File: src/rtl/ext_irq_controller.sv
// External interrupt front-end: synchronizes and edge-detects async lines, latches pending
// requests and presents one held request (ExtIRQ + irq_id) to the core with ack/eoi handshake.
module ext_irq_controller #(
    parameter int unsigned NSRC        = 4,
    parameter int unsigned SYNC_STAGES = 2,
    parameter int unsigned IDW         = 2
) (
    input  logic            CLOCK_50,
    input  logic            reset,
    input  logic [NSRC-1:0] irq_in,
    input  logic [NSRC-1:0] irq_mask,
    input  logic            irq_ack,
    input  logic            irq_eoi,
    output logic            ExtIRQ,
    output logic [IDW-1:0]  irq_id,
    output logic [NSRC-1:0] irq_pend,
    output logic [NSRC-1:0] irq_ovr
);

    typedef enum logic [1:0] {StIdle, StReq, StService} state_e;

    state_e          state;
    logic [NSRC-1:0] sync_q [SYNC_STAGES];
    logic [NSRC-1:0] prev_q;
    logic [NSRC-1:0] sync_out;
    logic [NSRC-1:0] edge_det;
    logic [NSRC-1:0] clr;
    logic [NSRC-1:0] active;
    logic [IDW-1:0]  lowest;
    logic            any_active;

    always_ff @(posedge CLOCK_50 or negedge reset) begin
        if (!reset) begin
            for (int k = 0; k < SYNC_STAGES; k++) sync_q[k] <= '0;
            prev_q <= '0;
        end else begin
            sync_q[0] <= irq_in;
            for (int k = 1; k < SYNC_STAGES; k++) sync_q[k] <= sync_q[k-1];
            prev_q <= sync_out;
        end
    end

    assign sync_out = sync_q[SYNC_STAGES-1];
    assign edge_det = sync_out & ~prev_q;

    // Only an accepted ack clears the bit of the source being requested.
    always_comb begin
        clr = '0;
        if (state == StReq && irq_ack) clr[irq_id] = 1'b1;
    end

    assign active     = irq_pend & irq_mask;
    assign any_active = |active;

    always_comb begin
        lowest = '0;
        for (int i = NSRC - 1; i >= 0; i--) begin
            if (active[i]) lowest = IDW'(i);
        end
    end

    // Set terms are ORed in after the clear so a simultaneous new edge wins.
    always_ff @(posedge CLOCK_50 or negedge reset) begin
        if (!reset) begin
            irq_pend <= '0;
            irq_ovr  <= '0;
        end else begin
            irq_pend <= (irq_pend & ~clr) | edge_det;
            irq_ovr  <= (irq_ovr & ~clr) | (edge_det & irq_pend);
        end
    end

    always_ff @(posedge CLOCK_50 or negedge reset) begin
        if (!reset) begin
            state  <= StIdle;
            ExtIRQ <= 1'b0;
            irq_id <= '0;
        end else begin
            unique case (state)
                StIdle: begin
                    if (any_active) begin
                        irq_id <= lowest;
                        ExtIRQ <= 1'b1;
                        state  <= StReq;
                    end
                end
                StReq: begin
                    if (irq_ack) begin
                        ExtIRQ <= 1'b0;
                        state  <= StService;
                    end
                end
                StService: begin
                    if (irq_eoi) state <= StIdle;
                end
                default: begin
                    ExtIRQ <= 1'b0;
                    state  <= StIdle;
                end
            endcase
        end
    end

endmodule
File: config.mk
export PLATFORM = sky130hd
export DESIGN_NAME = ext_irq_controller
export DESIGN_NICKNAME = d
export VERILOG_FILES = /design/src/rtl/ext_irq_controller.sv
export SDC_FILE = /design/constraint.sdc
export NUM_CORES = 1
export LEC_CHECK = 0
export CAP_MARGIN = 20
export CORE_MARGIN = 1
export CORE_UTILIZATION = 49
export CTS_BUF_LIST = sky130_fd_sc_hd__clkbuf_4 sky130_fd_sc_hd__clkbuf_8 sky130_fd_sc_hd__clkbuf_16
export CTS_CLUSTER_SIZE = 8
export DETAILED_ROUTE_END_ITERATION = 10
export PLACE_DENSITY = 0.8
export RECOVER_POWER = 100
export SKIP_LAST_GASP = 1
export SYNTH_ARGS = -nofsm -noshare
export SYNTH_HDL_FRONTEND = slang
export SYNTH_SLANG_ARGS = --single-unit
export TNS_END_PERCENT = 30
File: constraint.sdc
create_clock -name CLOCK_50 -period 1.5 [get_ports CLOCK_50]
set_input_delay 0.3 -clock CLOCK_50 [delete_from_list [all_inputs] [get_ports CLOCK_50]]
set_output_delay 0.3 -clock CLOCK_50 [all_outputs]
set_load 0.02 [all_outputs]
==> impl_metrics.json <==
{
  "wl_per_cell_um": 13.5,
  "synth_top_area_share_pct": 69.8,
  "required_ps": 1200,
  "postRouteAntennaNets": 0,
  "cp_cell_sequence": "clkdlybuf4s50_1",
  "hold_path.class": "reg2reg",
  "status": "finished with violations",
  "rsz0062_at_grt": "yes",
  "setup_ws_ps": -94.0,
  "top_layer_used": "met4",
  "die_y_um": 44.8,
  "tritoncts": "done",
  "worstMarginPinSlew_ps": 595,
  "grt.overflow.total": 0,
  "r2r_slack_ps": 320,
  "setup_viol": 6,
  "drive_gt1_share_pct": 7.22,
  "antenna_found_initial": 0,
  "syn_nets": 80,
  "core_um2": 1730,
  "power_w": 0.00217,
  "io-pin-count": 23,
  "max_stage_delay_ps": 600,
  "max_freq_ghz": 0.627,
  "gp_congestion": 0.787,
  "hold_buffers": 0,
  "r2r_cells": 3,
  "regArea_um2": 626,
  "grt_pass1_vias": 622,
  "hpwl_mm": 1.23,
  "finClkSkew_ps": 4.52,
  "drtIter0Drc": 13,
  "relSlewSlack_pct": 60.3,
  "multi_input_area_um2": 249,
  "h-tree-depth": 1,
  "clk_pin_slew_ps": 120,
  "worstSetupEndpointType": "output port",
  "synth.area.top_cells": "dfrtp_1, a22o_1, o21ai_0",
  "nNetsFinal": 110,
  "worstPathArrival_ps": 1290,
  "leakagePower_nw": 0.493,
  "drc": 0,
  "fillCellCount": 154,
  "cp_slowest_cell": "clkdlybuf4s50_1",
  "fin_crit_sh_pct": 106,
  "cts_sinks": 25,
  "hold_viol": 0,
  "holdWs_ps": 361,
  "rows": 15,
  "portBuffers": 22,
  "die_w_um": 44.8,
  "async_flop_share_pct": 100,
  "ys_ff_latch": 25,
  "syn-cell-area_um2": 896,
  "wl_met2_um": 798,
  "violations": "setup timing",
  "max-clock-path-buffers": 2,
  "area_growth_pct": 30.7,
  "layout_commonest_cell": "dfrtp_1",
  "final-max-slew-violation-count": 0,
  "crit_end": "irq_ovr[1]",
  "critPathKind": "reg2out",
  "cp_num_buf_inv": 1,
  "fin_cells": 122,
  "power.density_nw_per_um2": 1850,
  "place_area_um2": 1170,
  "ys_types": 21,
  "post-route-cell-area_um2": 1170,
  "grt_max_degree": 26,
  "cp-startpoint": "irq_ovr[1]",
  "wl_met1_um": 754,
  "dr.pass1.iters": 4,
  "postSynthCellCount": 68,
  "final_cell_mix": "dfrtp_1, clkdlybuf4s50_1, o21ai_0",
  "placed_cells": 118,
  "viasPerCell": 5.20,
  "r2r-start": "state[0]",
  "cp.depth": 1,
  "synth_flop_cell": "dfrtp_1",
  "wirelength_mm": 1.64,
  "vdd_drop_max_v": 0.00107,
  "syn_avg_cell_area_um2": 13.2,
  "r2r-end": "irq_id[0]",
  "yosysTopAreaCell": "dfrtp_1",
  "ys_warn_count": 0,
  "synth_edf_count": 0,
  "clk_latency_ps": 310,
  "crit_fanout": 2,
  "path_delay_family": "buffers and inverters",
  "dieArea_um2": 2000,
  "dr_total_vias": 635,
  "period_minus_slack_ps": 1590,
  "ys_seq_area_share_pct": 69.8,
  "cts_buffers": 3,
  "diodes": 0,
  "cp-start-kind": "register",
  "ctsRootBufferMaster": "clkbuf_4",
  "grt_usage_pct": 19.1,
  "initial_utilization_pct": 51.9,
  "grt_pass1_wl_mm": 2.65,
  "wl_met3_um": 80,
  "maxCapViolations": 0
}
-- flip-flops by register name, indices dropped and copies added (netlist names) --
name	count
irq_pend	4
irq_id	2
sync_q	4
prev_q	4
ExtIRQ	1
state	2
sync_out	4
irq_ovr	4
-- kinds of logic (layout without fill, tap and decap cells) --
kind of cell | after synthesis | in the layout | synth area share [%]
buffers and inverters | 4 | 33 | 1.82
flip-flops | 25 | 25 | 69.8
AND/OR/NAND/NOR | 17 | 17 | 12.2
AO/OA/AOI/OAI | 22 | 22 | 16.2
-- cell type report --
type,count,share of cell area [%]
clock buffer,4,2.56
multi-input combinational,39,21.3
timing repair buffer,26,19.1
tap,25,2.67
inverter,3,0.962
sequential,25,53.4
-- synth_stat cells (2+ instances only) --
| cell type | count |
|---|---|
| nor2b_1 | 2 |
| nand2_1 | 4 |
| a21o_1 | 2 |
| a22o_1 | 5 |
| o21ai_0 | 8 |
| a21oi_1 | 4 |
| nand3b_1 | 2 |
| inv_1 | 3 |
| dfrtp_1 | 25 |
| nand4b_1 | 2 |
-- worst min-delay path by stage --
stage	startpoint	end	slack (ps)	depth (start not counted)
final	sync_q[4]	sync_out[0]	360	0
after global placement	sync_q[4]	sync_out[0]	330	0
after floorplan	reset	ExtIRQ	4	0
after global routing	sync_q[4]	sync_out[0]	380	0
after detailed placement	sync_q[4]	sync_out[0]	330	0
after CTS	reset	irq_id[1]	340	2
-- power breakdown --
group | internal [W] | switching, W | total, W
logic | 0.000393 | 0.000451 | 0.000843
registers | 0.000855 | 0.000163 | 0.00102
clock network | 0.000122 | 0.000184 | 0.000306
-- per-stage QoR --
stage                     setup TNS [ps]  worst slack (ps)  utilization (%)
after floorplan                        0               423                -
after global placement                 0              15.9             67.9
after detailed placement           -25.5             -15.2             67.9
after CTS                           -795              -115             69.4
after global routing                -800              -148             67.8
final                               -467             -94.0             67.8
-- worst reg2reg max path, delay by kind of cell, from the launching register on --
family	cells	cell delay, ps
flip-flops	1	500
AO/OA/AOI/OAI	2	300
AND/OR/NAND/NOR	1	300
-- repair_timing --
item,4_1_cts,5_1_grt
pin swaps,0,0
setup buffers,0,0
endpoints found under the setup margin,11,8
gates resized for setup,3,2
-- metal layers --
metal / GRT usage (%) / up-vias
met3: 4.80 / 2
met2: 29.7 / 18
met1: 24.9 / 312
met4: 9.70 / 0
met5: 0 / -
li1: - / 303
Power figures use the tool's default switching activity.
